**src/rtl/addr_gen_mc.sv**
```systemverilog
// Multi-channel operand address generator: N_BASES strided/circular base counters,
// a series counter and a two-stage address pipeline (base + offset, then + series).
module addr_gen_mc #(
  parameter int ADDR_WIDTH = 9,
  parameter int N_BASES    = 4,
  parameter int OFF_WIDTH  = 4,
  parameter logic [N_BASES*ADDR_WIDTH-1:0] BASE_START = '0,
  parameter logic [N_BASES*ADDR_WIDTH-1:0] BASE_INC   = {N_BASES{ADDR_WIDTH'(1)}},
  parameter logic [N_BASES*ADDR_WIDTH-1:0] BASE_LEN   = '0,
  parameter logic [ADDR_WIDTH-1:0]         SERIES_INC = '0,
  localparam int SEL_W = (N_BASES > 1) ? $clog2(N_BASES) : 1
) (
  input  logic                       clk,
  input  logic                       rst,
  input  logic [N_BASES-1:0]         base_inc,
  input  logic [N_BASES-1:0]         base_rst,
  input  logic [SEL_W+OFF_WIDTH-1:0] addr_ptr,
  input  logic                       ptr_valid,
  input  logic                       series_inc,
  input  logic                       series_rst,
  output logic [ADDR_WIDTH-1:0]      addr_out,
  output logic                       addr_valid
);

  // Advance one base by its stride; a non-zero length folds the result back
  // into [start, start+len). The compare is done one bit wider so a range
  // touching the top of the address space still wraps correctly.
  function automatic logic [ADDR_WIDTH-1:0] advance(
    input logic [ADDR_WIDTH-1:0] cur,
    input logic [ADDR_WIDTH-1:0] inc,
    input logic [ADDR_WIDTH-1:0] start,
    input logic [ADDR_WIDTH-1:0] len
  );
    logic [ADDR_WIDTH:0] nxt;
    logic [ADDR_WIDTH:0] lim;
    logic [ADDR_WIDTH:0] folded;
    nxt    = {1'b0, cur} + {1'b0, inc};
    lim    = {1'b0, start} + {1'b0, len};
    folded = nxt - {1'b0, len};
    if (len == '0)
      return nxt[ADDR_WIDTH-1:0];
    else if (nxt >= lim)
      return folded[ADDR_WIDTH-1:0];
    else
      return nxt[ADDR_WIDTH-1:0];
  endfunction

  logic [N_BASES*ADDR_WIDTH-1:0] cnt_flat;
  logic [ADDR_WIDTH-1:0]         series_r;
  logic [SEL_W-1:0]              sel;
  logic [OFF_WIDTH-1:0]          off;
  logic [ADDR_WIDTH-1:0]         base_sel;

  assign {sel, off} = addr_ptr;

  for (genvar g = 0; g < N_BASES; g++) begin : g_base
    localparam logic [ADDR_WIDTH-1:0] START = BASE_START[g*ADDR_WIDTH +: ADDR_WIDTH];
    localparam logic [ADDR_WIDTH-1:0] INC   = BASE_INC[g*ADDR_WIDTH +: ADDR_WIDTH];
    localparam logic [ADDR_WIDTH-1:0] LEN   = BASE_LEN[g*ADDR_WIDTH +: ADDR_WIDTH];
    logic [ADDR_WIDTH-1:0] cnt_q;

    always_ff @(posedge clk or posedge rst) begin
      if (rst)
        cnt_q <= START;
      else if (base_rst[g])
        cnt_q <= START;
      else if (base_inc[g])
        cnt_q <= advance(cnt_q, INC, START, LEN);
    end

    assign cnt_flat[g*ADDR_WIDTH +: ADDR_WIDTH] = cnt_q;
  end

  always_ff @(posedge clk or posedge rst) begin
    if (rst)
      series_r <= '0;
    else if (series_rst)
      series_r <= '0;
    else if (series_inc)
      series_r <= series_r + SERIES_INC;
  end

  // Out-of-range selects fall through to base 0.
  always_comb begin
    base_sel = cnt_flat[ADDR_WIDTH-1:0];
    for (int i = 1; i < N_BASES; i++) begin
      if (sel == SEL_W'(i))
        base_sel = cnt_flat[i*ADDR_WIDTH +: ADDR_WIDTH];
    end
  end

  // Stage 1: base + offset, using counter values from before this edge
  logic [ADDR_WIDTH-1:0] sum_p1;
  logic                  vld_p1;

  always_ff @(posedge clk or posedge rst) begin
    if (rst) begin
      sum_p1 <= '0;
      vld_p1 <= 1'b0;
    end else begin
      sum_p1 <= base_sel + ADDR_WIDTH'(off);
      vld_p1 <= ptr_valid;
    end
  end

  // Stage 2: add the series offset current at this edge
  logic [ADDR_WIDTH-1:0] addr_p2;
  logic                  vld_p2;

  always_ff @(posedge clk or posedge rst) begin
    if (rst) begin
      addr_p2 <= '0;
      vld_p2  <= 1'b0;
    end else begin
      addr_p2 <= sum_p1 + series_r;
      vld_p2  <= vld_p1;
    end
  end

  assign addr_out   = addr_p2;
  assign addr_valid = vld_p2;

endmodule

```
**config.mk**
```make
export PLATFORM = sky130hd
export DESIGN_NAME = addr_gen_mc
export DESIGN_NICKNAME = d
export VERILOG_FILES = /design/src/rtl/addr_gen_mc.sv
export SDC_FILE = /design/constraint.sdc
export NUM_CORES = 1
export LEC_CHECK = 0
export ABC_AREA = 1
export CAP_MARGIN = 20
export CORE_AREA = 2 2 88 90
export CTS_CLUSTER_DIAMETER = 50
export DETAILED_ROUTE_END_ITERATION = 10
export DIE_AREA = 0 0 90 92
export PLACE_DENSITY = 0.6
export SLEW_MARGIN = 20
export SYNTH_ARGS = -nofsm -noshare
export SYNTH_HDL_FRONTEND = slang
export SYNTH_SLANG_ARGS = --single-unit
```
**constraint.sdc**
```tcl
create_clock -name clk -period 4.56 [get_ports clk]
set_input_delay 0.456 -clock clk [delete_from_list [all_inputs] [get_ports clk]]
set_output_delay 0.456 -clock clk [all_outputs]
set_load 0.03 [all_outputs]
```
==> out/results.ini <==
[routing]
drt_wl_total_mm = 5.57
viasPerCell = 4.74
drtAntennaViolNets = 0
drt-pass1-iter-count = 4
vias = 2187
drt_iter0_drc = 123
remaining_drc_errors = 0
wl_per_cell_um = 12.1

[timing]
max_clock_freq_ghz = 0.373
rsz0062_at_grt = no
slew_violations = 0
finalSetupViolCount = 0
period_share = 0.588
fin_ws_ns = 1.88
worstMarginPinSlew_ns = 0.650
final.setup.tns_ns = 0
fin_crit_ns = 2.68
maxSlewHeadroom = 0.567
hold_slack_ns = 0.317
final_hold_viol_count = 0
clock_skew_ns = 0.00902

[global_route]
grt_overflow = 0
grt_usage = 0.146
grt_max_degree = 52
antenna_found_initial = 0
first_global_vias = 2083
grt_pass1_wl_mm = 9.74

[flow_run]
cap_violations = 0

[power]
power.switching_mw = 0.268
total_power_mw = 1.07
ir_worst_vdd_mv = 0.115
seq_power_share = 0.504
p_int_mw = 0.806
powerDensity_nw_per_um2 = 320
combPwrFrac = 0.147
clkPwrFrac = 0.349
switching_share = 0.250
p_leak_nw = 1.49

[final_layout]
utilization = 0.450
synthToLayoutAreaGrowth_pct = 17.6
insertedDiodeCount = 0
layout_common_cells = dfrtp_1 (56), nand2_1 (48), inv_1 (39)
drive_gt1_frac = 0.111
final_common_cell = dfrtp_1
num-fill-cells = 741
fin_nets = 387

[setup_path]
critPathMaxStageDelay_ns = 0.79
endpoint_kind = flip-flop
crit_required_ns = 4.76
arrival_ns = 2.89
cp_cell_sequence = clkdlybuf4s50_1 > inv_2 > nand2_4 > nand2_4 > inv_2 > nand2_1 > a31oi_1 > ha_1 > fa_1 > nand3_1 > nand2_1 > nand3_2 > nor2_2 > nand2_1 > nand2_1 > nand2_1
critical_path.max_fanout = 9
r2r_slack_ns = 2.55
timing.rr.end = sum_p1[5]
worstSetupPathType = input port to flip-flop
cp-start-kind = input port
r2r_start = g_base[2].cnt_q[1]
crit_top_cell = nand2_1
slowest_stage = clkdlybuf4s50_1
reg2reg_depth = 10

[synth]
yosysTopAreaCell = dfrtp_1
yosysWarnings = 0
synth_area_leaders = dfrtp_1 (49%), nand2_1 (6.3%), inv_1 (5.3%), o21ai_0 (4.9%), nor2_1 (4.7%)
ys_ff_latch = 56
ys_types = 34
syn_area_um2 = 2850
netlist_instances = 327
yosys.area.top_type_share = 0.492
syn_avg_cell_area_um2 = 8.72
yosysSeqAreaShare = 0.492
syn_nets = 355

[floorplan]
placementRows = 32
die_y_um = 92
start_util = 0.383
core_um2 = 7450
die_area_um2 = 8280
die_w_um = 90
ios = 29

[clock_network]
postCtsHoldBufs = 0
cts_root_buffer = clkbuf_8
cts_buffers = 5
htree_levels = 2
ctsResizeCount = 0
cts_sinks = 56
postCtsSetupBuffers = 0
clk_latency_ns = 0.31
cts_tree = yes
path_clk_slew_ns = 0.10
cts_buffer_depth = 2

[status]
outcome = complete, no violations

[min_path]
hp-class = input port to async pin

[placed_design]
place.detailed.hpwl_mm = 4.31
dp_slack_ns = 1.55
place.gp.congestion = 0.848
portBuffers = 26

==> power by group through the flow <==
stage	clock network, mW	registers (mW)	logic, mW
floorplan	0	0.574	0.0758
global placement	0	0.551	0.157
detailed placement	0	0.552	0.160
CTS	0.382	0.542	0.160
global route	0.401	0.545	0.175
finish	0.375	0.541	0.158
==> per-stage QoR <==
step,instances,cell area (um2)
2_1_floorplan,327,2850
3_3_place_gp,454,3220
3_5_place_dp,454,3220
4_1_cts,461,3350
5_1_grt,461,3350
6_report,461,3350
==> area by class of cell <==
cell class              count  area [um2]  share of cell area
flip-flops and latches     56        1400               0.418
multi-input cells         223        1240               0.371
repair buffers             27         268              0.0799
inverters                  46         183              0.0545
well taps                 102         128              0.0381
clock buffers               5        68.8              0.0205
clock inverters             2        60.1              0.0179
==> worst max path at each step <==
stage	endpoint	from	depth (start not counted)	slack [ns]
global route	sum_p1[8]	addr_ptr[4]	16	1.66
finish	sum_p1[8]	addr_ptr[4]	16	1.88
detailed placement	sum_p1[8]	addr_ptr[4]	16	1.55
global placement	sum_p1[5]	addr_ptr[4]	13	1.59
floorplan	sum_p1[5]	addr_ptr[5]	12	2.47
CTS	sum_p1[5]	addr_ptr[4]	13	1.87
==> cells by family after synthesis <==
family                   after synthesis  share of synthesized area
AO/OA/AOI/OAI                         68                      0.129
AND/OR/NAND/NOR                      139                      0.244
flip-flops                            56                      0.492
XOR/XNOR                               7                     0.0215
buffers and inverters                 48                     0.0720
adder cells (fa/ha/maj)                9                     0.0421
==> critical path: cells and delay by family <==
family / cells / cell delay (ns)
buffers and inverters: 3 / 0.98
and+or+nand+nor: 10 / 0.82
adders and majority gates: 2 / 0.43
AOI/OAI and AO/OA: 1 / 0.18
==> Yosys cell counts <==
| master | count |
|---|---|
| inv_1 | 40 |
| and2_1 | 1 |
| fa_1 | 1 |
| buf_6 | 2 |
| nor2_4 | 2 |
| nor2_2 | 8 |
| inv_8 | 1 |
| nand2_2 | 3 |
| xor2_1 | 3 |
| nand3_1 | 24 |
| a21oi_2 | 1 |
| a211oi_1 | 1 |
| nand2_1 | 48 |
| dfrtp_1 | 56 |
| nor3_1 | 5 |
| o21ai_0 | 28 |
| o221ai_1 | 1 |
| o21ai_1 | 3 |
| xnor2_1 | 4 |
| nor3_4 | 1 |
| nand4_1 | 1 |
| a22oi_1 | 4 |
| nor3_2 | 3 |
| inv_2 | 4 |
| inv_4 | 1 |
| a31oi_1 | 2 |
| o21bai_1 | 1 |
| a21oi_1 | 26 |
| nand2_4 | 3 |
| ha_1 | 8 |
| nor2_1 | 36 |
| nand3_2 | 3 |
| o21a_1 | 1 |
| nand2_8 | 1 |
==> sequential cells by signal, indices dropped and copies added, names as in the netlist <==
| signal | flops |
|---|---|
| g_base.cnt_q | 36 |
| addr_out | 9 |
| sum_p1 | 9 |
| addr_valid | 1 |
| vld_p1 | 1 |
==> metal layers <==
metal  wire length (um)  global-route usage  vias to the layer above
met1               2740               0.195                     1019
li1                   -                   -                     1133
met3                163              0.0238                        5
met5                  0                   0                        -
met2               2600               0.241                       30
met4                 69              0.0500                        0
Note: power is estimated with default switching activity, not from simulation.
